`src/rtl/hex8_display.sv`:
```
// Eight-digit multiplexed 7-segment driver: scans Disp_data nibbles onto a shared active-low segment bus.
// Latency: Sel/Seg are registered one clock behind the digit index; a Disp_data change shows one clock later.
// Backpressure: none; free-running scan, the input is sampled every clock and never latched.
module hex8_display #(
    parameter int CNT_MAX = 49_999
) (
    input  logic        Clk,
    input  logic        Reset_n,
    input  logic [31:0] Disp_data,
    output logic [7:0]  Sel,
    output logic [7:0]  Seg
);

    localparam int CW = (CNT_MAX < 1) ? 1 : $clog2(CNT_MAX + 1);
    localparam logic [CW-1:0] CNT_TERM = CW'(CNT_MAX);

    logic [CW-1:0] div_cnt_q, div_cnt_d;
    logic [2:0]    idx_q, idx_d;
    logic [7:0]    sel_q, sel_d;
    logic [7:0]    seg_q, seg_d;
    logic          div_wrap;
    logic [3:0]    nibble;

    // Active-low segment pattern {dp,g,f,e,d,c,b,a}; dp is held off.
    function automatic logic [7:0] hex_to_seg(input logic [3:0] h);
        logic [7:0] s;
        case (h)
            4'h0: s = 8'hC0;
            4'h1: s = 8'hF9;
            4'h2: s = 8'hA4;
            4'h3: s = 8'hB0;
            4'h4: s = 8'h99;
            4'h5: s = 8'h92;
            4'h6: s = 8'h82;
            4'h7: s = 8'hF8;
            4'h8: s = 8'h80;
            4'h9: s = 8'h90;
            4'hA: s = 8'h88;
            4'hB: s = 8'h83;
            4'hC: s = 8'hC6;
            4'hD: s = 8'hA1;
            4'hE: s = 8'h86;
            default: s = 8'h8E;
        endcase
        return s;
    endfunction

    assign div_wrap = (div_cnt_q == CNT_TERM);
    assign nibble   = Disp_data[{idx_q, 2'b00} +: 4];

    always_comb begin
        div_cnt_d = div_wrap ? '0 : div_cnt_q + CW'(1);
        idx_d     = div_wrap ? idx_q + 3'd1 : idx_q;
        sel_d     = 8'h01 << idx_q;
        seg_d     = hex_to_seg(nibble);
    end

    always_ff @(posedge Clk or negedge Reset_n) begin
        if (!Reset_n) begin
            div_cnt_q <= '0;
            idx_q     <= 3'd0;
            sel_q     <= 8'h00;
            seg_q     <= 8'hFF;
        end else begin
            div_cnt_q <= div_cnt_d;
            idx_q     <= idx_d;
            sel_q     <= sel_d;
            seg_q     <= seg_d;
        end
    end

    assign Sel = sel_q;
    assign Seg = seg_q;

endmodule

```
`config.mk`:
```
export PLATFORM = sky130hd
export DESIGN_NAME = hex8_display
export DESIGN_NICKNAME = d
export VERILOG_FILES = /design/src/rtl/hex8_display.sv
export SDC_FILE = /design/constraint.sdc
export NUM_CORES = 1
export LEC_CHECK = 0
export BUFFER_PORTS_ARGS = -buffer_cell sky130_fd_sc_hd__buf_2
export CORE_MARGIN = 2
export CORE_UTILIZATION = 33
export DETAILED_ROUTE_END_ITERATION = 12
export GPL_ROUTABILITY_DRIVEN = 1
export GPL_TIMING_DRIVEN = 0
export MAX_ROUTING_LAYER = met4
export PLACE_DENSITY = 0.58
export SYNTH_ARGS = -nofsm -noshare
export SYNTH_HDL_FRONTEND = slang
export SYNTH_SLANG_ARGS = --single-unit
export TNS_END_PERCENT = 5
```
`constraint.sdc`:
```
create_clock -name Clk -period 2.7 [get_ports Clk]
set_input_delay 0.135 -clock Clk [delete_from_list [all_inputs] [get_ports Clk]]
set_output_delay 0.135 -clock Clk [all_outputs]
set_load 0.005 [all_outputs]
```
==> results of run 1 <==
[cell usage after synthesis, types with 2 or more instances]
cell | number | share of area (%)
xor2_1 | 6 | 2.7
nor2b_1 | 5 | 1.6
mux2i_4 | 2 | 2.3
dfstp_2 | 7 | 9.6
nand4_1 | 5 | 1.6
a22o_1 | 2 | 0.91
buf_4 | 2 | 0.78
buf_2 | 2 | 0.52
ha_1 | 13 | 8.5
mux2i_1 | 8 | 4.2
xnor2_1 | 7 | 3.2
mux4_2 | 4 | 4.7
inv_1 | 7 | 1.4
and3_1 | 3 | 0.98
or3_1 | 3 | 0.98
a21oi_1 | 2 | 0.52
nor4_1 | 2 | 0.65
mux4_1 | 4 | 5.5
dfrtp_1 | 27 | 35
nor2_1 | 7 | 1.4
mux2_2 | 2 | 1.2
nand2_1 | 6 | 1.2
and2_1 | 3 | 0.98
nand3_1 | 6 | 1.6
or4bb_1 | 2 | 1.2
o21ai_0 | 5 | 1.3
[sequential cells by signal, summed over array words and instances, names as in the netlist]
name and count:
idx_q 3, Seg 7, Sel 8, div_cnt_q 16
[worst min-delay path: stages]
cell     delay [ns]
buf_2          0.07
mux4_2         0.26
mux2i_4        0.11
mux2i_1        0.13
[routing by layer]
| metal | global-route usage [%] | share of wire [%] | vias up |
|---|---|---|---|
| met4 | 5.42 | 1.4 | 0 |
| li1 | - | - | 668 |
| met1 | 15.3 | 43 | 645 |
| met5 | - | 0 | - |
| met3 | 3.48 | 5.9 | 5 |
| met2 | 21.5 | 50 | 46 |
[metrics by stage]
stage / hold slack, ns / instance area (um^2) / total power [W] / worst slack [ns]
after floorplan: -0.161 / 1920 / 0.000583 / 0.496
after CTS: 0.422 / 2360 / 0.00104 / 0.136
after global placement: 0.244 / 2250 / 0.000632 / 0.180
after detailed placement: 0.246 / 2250 / 0.000633 / 0.150
after global routing: 0.454 / 2370 / 0.00108 / 0.114
final: 0.428 / 2370 / 0.00103 / 0.302
[logic make-up after synthesis]
family                     count (synthesis)
adders and majority gates                 13
AOI/OAI and AO/OA                         13
xor gates and xnor gates                  13
and+or+nand+nor                           47
DFF                                       34
other                                      1
muxes                                     21
buffers and inverters                     13
[power groups by stage]
stage               clock network, W  registers [W]  logic [W]
floorplan                          0       0.000538  0.0000455
global placement                   0       0.000536  0.0000956
detailed placement                 0       0.000536  0.0000975
CTS                         0.000415       0.000527  0.0000990
global route                0.000445       0.000527   0.000110
finish                      0.000403       0.000526  0.0000976
[cell type report]
| cell class | count | area share, % |
|---|---|---|
| Clock buffer | 6 | 3.48 |
| Clock inverter | 2 | 0.686 |
| Timing Repair Buffer | 49 | 10.6 |
| Tap cell | 72 | 3.80 |
| Inverter | 8 | 1.27 |
| Sequential cell | 34 | 36.3 |
| Buffer | 5 | 1.53 |
| Multi-Input combinational cell | 108 | 42.4 |
[path summary, 6_finish.rpt]
path	from	endpoint	cells past startpoint
max reg2reg	idx_q[0]	Seg[0]	7
min in group asynchronous	Reset_n	Sel[7]	2
min reg2reg	div_cnt_q[10]	div_cnt_q[10]	1
min	Disp_data[27]	Seg[3]	4
max in group asynchronous	Reset_n	div_cnt_q[15]	2
max	idx_q[0]	Seg[0]	7
[what timing repair did]
action / 4_1_cts / 5_1_grt
hold endpoints to repair: 27 / 0
hold buffers: 1 / 0
endpoints found under the setup margin: 0 / 3
gates resized for setup: 0 / 2
==> summary.md, run 1 <==
| Metric | Value |
|---|---|
| Adder-cell area share of the yosys netlist | `8.45%` |
| Post-Syn Area | `1920 um^2` |
| Most frequent cells in the layout | `buf_2, dfrtp_1, ha_1` |
| Internal Pwr Total | `0.000786 W` |
| Initial antenna violation count | `0` |
| DRT Pass-1 Iters | `4` |
| Largest net degree at the start of global routing | `35` |
| Net Sw Frac | `23.5%` |
| Synth Net Count | `202` |
| Post-CTS Setup Bufs | `0` |
| Most common cell after layout, fill and taps aside | `buf_2` |
| Number of synthesized flops with an enable pin | `0` |
| Seq cells post-synth | `34` |
| Clock Tree Buf Depth | `2` |
| Final WL | `3620 um` |
| Setup_tns | `0 ns` |
| Worst slew margin | `51.2%` |
| Tcrit/Tclk final | `88.8%` |
| Layout cells sized above 1 | `38.7%` |
| DR DRC count | `0` |
| Main synth FF type | `dfrtp_1` |
| Power share of the clock group | `39.3%` |
| Synth warn | `0` |
| Num CTS Buffers | `5` |
| Wire per inst | `12.7 um` |
| P_leak | `1.12 nW` |
| Max-cap violations | `0` |
| Multi-input logic area | `1010 um^2` |
| Post-synthesis sequential area ratio | `44.7%` |
| Finished Core Util | `42.5%` |
| Clk pin slew, worst setup/hold paths | `0.08 ns` |
| Synth Area in Simple Gates | `14.4%` |
| Slowest CP cell | `mux4_1` |
| N_diodes | `0` |
| Routability congestion estimate from global placement | `0.792` |
| Overall Global Routing Usage | `13.1%` |
| First-pass GRT wire length | `6250 um` |
| Netlist cell types | `39` |
| RSZ-0062 raised after global routing | `no` |
| Clock Sink Count | `34` |
| Die Wd | `80.4 um` |
| Required @ worst endpoint | `2.92 ns` |
| Via density | `4.80` |
| Vias in the first global route | `1396` |
| CP top delay family | `multiplexers` |
| Hold WC Path Type | `in2reg` |
| Largest family of logic cells by synthesized area | `multiplexers` |
| Die area | `6460 um^2` |
| Post-Layout Cell Count | `284` |
| TritonCTS clock tree | `done` |
| Reg2Reg Setup Slack | `0.30 ns` |
| Final Hold Fails | `0` |
| Post-Syn Instances | `155` |
| Grt total ovfl | `0` |
| Root Buffer | `clkbuf_8` |
| Worst-path maximum fanout | `9` |
| Antenna-violating nets left | `0` |
| Worst Skew | `0.0115 ns` |
| IO Port Bufs | `48` |
| Async set or reset register ratio after synthesis | `100%` |
| CP Cell Sequence | `buf_6 > mux4_1 > mux2i_2 > inv_1 > ha_1 > and3_1 > a211o_1` |
| WP buf/inv | `2` |
| Status | `finished, final reports clean` |
| NetSw | `0.000241 W` |
| Multiplexer area fraction after synthesis | `18.6%` |
| F_max | `0.417 GHz` |
| DRC violation total after the first TritonRoute iteration | `26` |
| H-Tree Depth | `2` |
| Tmin final | `2.40 ns` |
| Layout area overhead | `23.2%` |
| Sequential Area | `860 um^2` |
| Crit path largest cell delay | `0.58 ns` |
| Clk_lat worst skew | `0.29 ns` |
| Initial Util | `34.5%` |
| Height of the die | `80.4 um` |
| Arrival @ worst endpoint | `2.62 ns` |
| Combinational Power Share | `9.5%` |
| Least-Margin Pin Slew | `0.732 ns` |
| Inst Count DP | `275` |
| Average size of a mapped cell | `12.4 um^2` |
| Fillers | `543` |
| I/O pin cnt | `50` |
| Compound-Gate Fraction of Synth Area | `4.29%` |
| Final setup fails | `0` |
| IR Drop Worst-Case VDD | `0.000155 V` |
| Pwr Density | `433 nW/um^2` |
| Final slew viol count | `0` |
| Nature of the critical path endpoint | `register` |
| Rows | `27` |
| Post-synthesis xor/xnor area fraction | `5.92%` |
| Vias post-DR | `1364` |
| Dpl hpwl | `2800 um` |
| Critical path class | `reg2reg` |
| Final net count | `258` |
| Core ar. | `5570 um^2` |
| Sequential power share | `51.2%` |
| CP startpoint kind | `register` |
Note: power is estimated with default switching activity, not from simulation.
==> run 2: changes to the inputs <==
ABC_AREA = 1   (was default)
PLACE_DENSITY = 0.57   (was 0.58)
==> run 2 against run 1 <==
  * Utilization down 2.0 points
  * Combinational power up 9%
  * Via count up 42%
  * Largest cell class unchanged
  * Hold slack worse by 0.15 ns
  * Critical path depth up 6
  * Setup slack better by 0.49 ns
  * First-iteration DRC count rose to 2.6 times the previous value
  * Register-to-register slack better by 0.49 ns
==> summary.md, run 2 <==
| Metric | Value |
|---|---|
| DRC violation total after the first TritonRoute iteration | `68` |
| Adder-cell area share of the yosys netlist | `7.11%` |
| Most frequent cells in the layout | `nand2_1, inv_1, buf_2` |
| Max-cap violations | `0` |
| Via density | `4.37` |
| Area contributors post-synth | `dfrtp_1, nand2_1, inv_1, dfstp_2, ha_1` |
| Hold_sp | `Disp_data[15]` |
| DR DRC count | `0` |
| Vias post-DR | `1943` |
| Top cell type's share of synthesized area | `29.5%` |
| Initial Util | `33.9%` |
| Final WL | `4670 um` |
| TritonCTS clock tree | `done` |
| Antenna-violating nets left | `0` |
| Fillers | `720` |
| Status | `finished, final reports clean` |
| Final Hold Fails | `0` |
| Required @ worst endpoint | `2.92 ns` |
| Final net count | `411` |
| Post_cts resized | `0` |
| R2R depth | `13` |
| Least-Margin Pin Slew | `0.728 ns` |
| Nature of the critical path endpoint | `register` |
| Worst Hold Path EP | `Seg[5]` |
| Reg2Reg Capture Point | `Seg[3]` |
| IO Port Bufs | `48` |
| Worst slew margin | `51.5%` |
| R2r startpoint | `idx_q[0]` |
| Multiplexer area fraction after synthesis | `0%` |
| Pwr Density | `379 nW/um^2` |
| Async set or reset register ratio after synthesis | `100%` |
| P_leak | `1.56 nW` |
| Grt total ovfl | `0` |
| Met1 usage | `17.7%` |
| H-Tree Depth | `2` |
| Post-synth top cells | `nand2_1, inv_1, nand3_1` |
| Largest net degree at the start of global routing | `35` |
| Synth Net Count | `355` |
| Overall Global Routing Usage | `13.9%` |
| Die area | `7610 um^2` |
| F_max | `0.524 GHz` |
| Hold WC Path Type | `in2reg` |
| Synth warn | `0` |
| Post-synthesis sequential area ratio | `37.6%` |
| Power Total | `0.00104 W` |
| Largest area contributor in the netlist | `dfrtp_1` |
| Wire per inst | `10.5 um` |
| Tcrit/Tclk final | `70.7%` |
| M2 GR Usage | `21.9%` |
| Clock Sink Count | `34` |
| Critical path class | `reg2reg` |
| Tmin final | `1.91 ns` |
| Worst Skew | `0.0103 ns` |
| Final slew viol count | `0` |
| Compound-Gate Fraction of Synth Area | `2.19%` |
| Reg2Reg Setup Slack | `0.79 ns` |
| Finished Core Util | `40.5%` |
| Most common cell after layout, fill and taps aside | `nand2_1` |
| Power share of the clock group | `39.0%` |
| I/O pin cnt | `50` |
| Sequential power share | `50.8%` |
| NetSw | `0.000257 W` |
| Max reg flops | `16` |
| Vias in the first global route | `1812` |
| Main synth FF type | `dfrtp_1` |
| Average size of a mapped cell | `7.43 um^2` |
| Combinational Power Share | `10.2%` |
| RSZ-0062 raised after global routing | `no` |
| Synth Area in Simple Gates | `37.5%` |
| Post-Layout Cell Count | `445` |
| Gr busiest metal | `met2` |
| Internal Pwr Total | `0.000780 W` |
| Core ar. | `6760 um^2` |
| Post-CTS Setup Bufs | `0` |
| Hold path cells | `6` |
| Final setup fails | `0` |
| Net Sw Frac | `24.7%` |
| CP startpoint kind | `register` |
| Routability congestion estimate from global placement | `0.903` |
| Die Wd | `87.3 um` |
| Post-Syn Area | `2290 um^2` |
| Layout cells sized above 1 | `26.8%` |
| N_diodes | `0` |
| Met3 Track Usage GR | `2.94%` |
| Num CTS Buffers | `5` |
| Arrival @ worst endpoint | `2.13 ns` |
| Post-route cell area | `2740 um^2` |
| Post-Syn Instances | `308` |
| Netlist cell types | `30` |
| Placed cell areas | `2630 um^2` |
| Initial antenna violation count | `0` |
| DRT Pass-1 Iters | `4` |
| Number of synthesized flops with an enable pin | `0` |
| Rows | `30` |
| Clock Tree Buf Depth | `2` |
| Clk pin slew, worst setup/hold paths | `0.08 ns` |
| Worst-path maximum fanout | `11` |
| Cell with the most instances after synthesis | `nand2_1` |
| Post-synthesis xor/xnor area fraction | `3.06%` |
| Dpl hpwl | `3690 um` |
| IR Drop Worst-Case VDD | `0.000159 V` |
| Root Buffer | `clkbuf_8` |
| Setup_tns | `0 ns` |
| Inst Count DP | `436` |
| Layout area overhead | `19.6%` |
| Seq cells post-synth | `34` |
| Largest register by flop count | `div_cnt_q` |
| Cts hold-fix bufs | `1` |
| Largest family of logic cells by synthesized area | `simple AND/OR/NAND/NOR gates` |
| First-pass GRT wire length | `8180 um` |
| Height of the die | `87.3 um` |
| Clk_lat worst skew | `0.29 ns` |
## run 2: cell count changes after synthesis, sizes merged, moves of 5 or more
cell   previous run  this run
inv               8        56
mux2i            10         0
mux4              8         0
nand2             6       101
nand3             6        37
nor2              7        32
nor2b             5         0
nor3              0         5
xnor2             7         0
## run 2: cell families after synthesis
logic type / count (synthesis)
simple gates: 182
buf+inv: 63
flops: 34
fa+ha+maj: 13
xor+xnor: 8
compound gates: 7
other cells: 1
## run 2: worst max path at each step
stage | from | endpoint | slack [ns] | cells past startpoint
2_1_floorplan | idx_q[0] | Seg[3] | 1.06 | 13
3_3_place_gp | idx_q[0] | Seg[6] | 0.83 | 13
3_5_place_dp | idx_q[0] | Seg[3] | 0.79 | 13
4_1_cts | idx_q[0] | Seg[3] | 0.78 | 13
5_1_grt | idx_q[0] | Seg[3] | 0.62 | 13
6_report | idx_q[0] | Seg[3] | 0.79 | 13
## run 2: area by class of cell
cell class / instances / area, um^2 / share of cell area (%)
multi-input cells: 211 / 1140 / 41.8
flip-flops and latches: 34 / 860 / 31.4
repair buffers: 49 / 250 / 9.14
inverters: 56 / 215 / 7.86
well taps: 80 / 100 / 3.66
clock buffers: 6 / 82.6 / 3.02
plain buffers: 7 / 68.8 / 2.51
clock inverters: 2 / 16.3 / 0.594
## run 2: metrics by stage
| step | hold slack (ns) | setup WS (ns) |
|---|---|---|
| final | 0.279 | 0.792 |
| after CTS | 0.268 | 0.776 |
| after detailed placement | 0.246 | 0.790 |
| after floorplan | -0.161 | 1.06 |
| after global routing | 0.287 | 0.619 |
| after global placement | 0.244 | 0.832 |
## run 2: power by group through the flow
stage	Sequential [W]	Clock, W	Combinational [W]
3_3_place_gp	0.000536	0	0.000106
3_5_place_dp	0.000536	0	0.000107
5_1_grt	0.000527	0.000438	0.000124
4_1_cts	0.000527	0.000418	0.000108
6_report	0.000527	0.000404	0.000106
2_1_floorplan	0.000538	0	0.0000519
## run 2: critical path, cell delays in order, from the launching register on
cell and delay [ns]:
dfrtp_1 0.42, buf_6 0.16, inv_6 0.08, buf_6 0.15, nand2_1 0.06, nand3_1 0.07
nand3_1 0.09, nand2_2 0.15, inv_1 0.10, ha_1 0.22, nand3_1 0.15, nand2_1 0.08
nand2_1 0.06, nand2_1 0.06
## run 2: routing by layer
layer,routed length [um],part of all wire [%]
met5,0,0
met4,75,1.6
met3,189,4.0
met2,2190,47
met1,2220,47
==> run 3: changes to the inputs <==
ABC_AREA = 0   (was 1)
PLACE_DENSITY = 0.58   (was 0.57)
clock period = 1.8 ns   (was 2.7 ns; I/O delays follow)
==> run 3 against run 2 <==
  * The run now ends with negative setup slack left
  * Power grew 74%
  * Hold slack gained 0.11 ns
  * Combinational power grew 60%
  * Critical path depth shrank 7
  * First-iteration DRC count shrank 32%
  * Global-route usage shrank 1.1 points
  * Die area shrank 15%
  * Sequential share of layout area grew 2.4 points
  * Sequential power grew 50%
  * Clock skew shrank 0.0037 ns
  * Cell count shrank 34%
  * Count of clock-buffer cells in the layout shrank 1
  * Critical path type unchanged
  * Highest routed layer unchanged
==> summary.md, run 3 (same netlist as run 1, synthesis figures left out) <==
| Metric | Value |
|---|---|
| Status | `complete, but fails checks` |
| Failing checks | `negative setup slack` |
| Highest metal used | `met4` |
| Max-cap violations | `0` |
| Initial Util | `34.5%` |
| Rows | `27` |
| Combinational Power Share | `9.4%` |
| Largest register by flop count | `div_cnt_q` |
| Tmin final | `2.09 ns` |
| Internal Pwr Total | `0.00144 W` |
| RSZ-0062 raised after global routing | `yes` |
| Largest net degree at the start of global routing | `35` |
| IR Drop Worst-Case VDD | `0.000406 V` |
| Clock Sink Count | `34` |
| N_diodes | `0` |
| Final WS setup | `-0.286 ns` |
| Finished Core Util | `45.7%` |
| Power share of the clock group | `46.8%` |
| DR DRC count | `0` |
| Layout area overhead | `32.2%` |
| Least-Margin Pin Slew | `0.737 ns` |
| Final WL | `3610 um` |
| Final setup fails | `8` |
| Routability congestion estimate from global placement | `0.735` |
| Net Sw Frac | `20.5%` |
| Root Buffer | `clkbuf_8` |
| F_max | `0.479 GHz` |
| DRC violation total after the first TritonRoute iteration | `46` |
| Grt total ovfl | `0` |
| Overall Global Routing Usage | `12.8%` |
| Worst Skew | `0.00665 ns` |
| I/O pin cnt | `50` |
| DRT Pass-1 Iters | `3` |
| Required @ worst endpoint | `2.01 ns` |
| Hold WC Path Type | `in2reg` |
| Clk_lat worst skew | `0.29 ns` |
| WP buf/inv | `2` |
| Vias post-DR | `1365` |
| Final net count | `268` |
| TritonCTS clock tree | `done` |
| DR WL met3 | `137 um` |
| Num CTS Buffers | `5` |
| H-Tree Depth | `2` |
| Tcrit/Tclk final | `116%` |
| Met2 WL | `1670 um` |
| CP top delay family | `multiplexers` |
| Via density | `4.64` |
| Clk pin slew, worst setup/hold paths | `0.07 ns` |
| Height of the die | `80.4 um` |
| Nature of the critical path endpoint | `register` |
| Initial antenna violation count | `0` |
| Reg2Reg Setup Slack | `-0.29 ns` |
| IO Port Bufs | `48` |
| Layout cells sized above 1 | `47.3%` |
| Critical path class | `reg2reg` |
| First-pass GRT wire length | `6130 um` |
| Wire per inst | `12.3 um` |
| Arrival @ worst endpoint | `2.30 ns` |
| CP Cell Sequence | `buf_6 > buf_4 > mux4_2 > mux2_4 > or3_1 > o21ai_1` |
| CP startpoint kind | `register` |
| Slowest CP cell | `mux4_2` |
| Vias in the first global route | `1389` |
| Clock Tree Buf Depth | `2` |
| Most frequent cells in the layout | `buf_2, dfrtp_1, buf_4` |
| Pwr Density | `709 nW/um^2` |
| Die area | `6460 um^2` |
| Worst-path maximum fanout | `6` |
| Core ar. | `5570 um^2` |
| Final slew viol count | `0` |
| Die Wd | `80.4 um` |
| NetSw | `0.000369 W` |
| Power Total | `0.00180 W` |
| Antenna-violating nets left | `0` |
| Sequential power share | `43.8%` |
| Crit path largest cell delay | `0.54 ns` |
| Final Hold Fails | `0` |
| Most common cell after layout, fill and taps aside | `buf_2` |
| Fillers | `539` |
| Metal-1 WL | `1730 um` |
| Max reg flops | `16` |
| Worst slew margin | `50.9%` |
| Dpl hpwl | `2760 um` |
| P_leak | `1.20 nW` |
| Pre-CTS setup slack | `-0.413 ns` |
-- run 3: cell types whose count changed in the layout (fill, tap and decap cells not counted), moves of 6 or more --
cell,before,now
nor2_1,25,7
nor2_2,6,0
nand2_1,95,6
mux4_2,0,8
inv_1,52,4
xnor2_1,0,7
mux2i_1,0,6
nand3_1,30,6
buf_4,1,12
nand3_2,6,0
-- run 3: cell type report --
class                   instances  area (um^2)  area share, %
well taps                      72         90.1           3.54
flip-flops and latches         34          861           33.8
plain buffers                   5         48.8           1.92
clock inverters                 3         68.8           2.70
inverters                       8         30.0           1.18
clock buffers                   5         68.8           2.70
repair buffers                 59          325           12.8
multi-input cells             108         1050           41.3
-- run 3: power groups by stage --
stage | clock network (W) | registers (W) | logic [W]
after floorplan | 0 | 0.000807 | 0.0000746
after global placement | 0 | 0.000804 | 0.000150
after detailed placement | 0 | 0.000804 | 0.000152
after CTS | 0.000868 | 0.000790 | 0.000157
after global routing | 0.000897 | 0.000791 | 0.000191
final | 0.000845 | 0.000790 | 0.000170
-- run 3: worst paths after layout --
check / cells past startpoint / endpoint / startpoint
max: 6 / Seg[1] / idx_q[0]
min: 4 / Seg[3] / Disp_data[11]
max reg2reg: 6 / Seg[1] / idx_q[0]
min reg2reg: 1 / div_cnt_q[10] / div_cnt_q[10]
max in group asynchronous: 2 / idx_q[2] / Reset_n
min in group asynchronous: 2 / div_cnt_q[11] / Reset_n
-- run 3: through the flow --
stage               area, um^2  cells  setup TNS (ns)  hold WS, ns
floorplan                 1940    155          -0.767       -0.206
global placement          2270    275           -3.79        0.196
detailed placement        2270    275           -3.73        0.206
CTS                       2460    287           -1.89        0.384
global route              2540    294           -2.76        0.420
finish                    2540    294           -1.52        0.393
-- run 3: repair_timing --
| item | CTS | global route |
|---|---|---|
| gates resized for setup | 8 | 6 |
| hold buffers | 1 | 0 |
| buffers inserted | 3 | 7 |
| endpoints found under the setup margin | 17 | 17 |
| pin swaps | 2 | 5 |
| endpoints found under the hold margin | 27 | 0 |
-- run 3: worst min-delay path, delay by kind of cell --
family / cells / cell delay [ns]
buffers and inverters: 1 / 0.07
muxes: 3 / 0.51
-- run 3: metal layers --
layer / vias up / GRT usage (%)
met2: 41 / 19.6
met5: - / -
met1: 638 / 16.1
li1: 681 / -
met4: 0 / 6.61
met3: 5 / 2.47
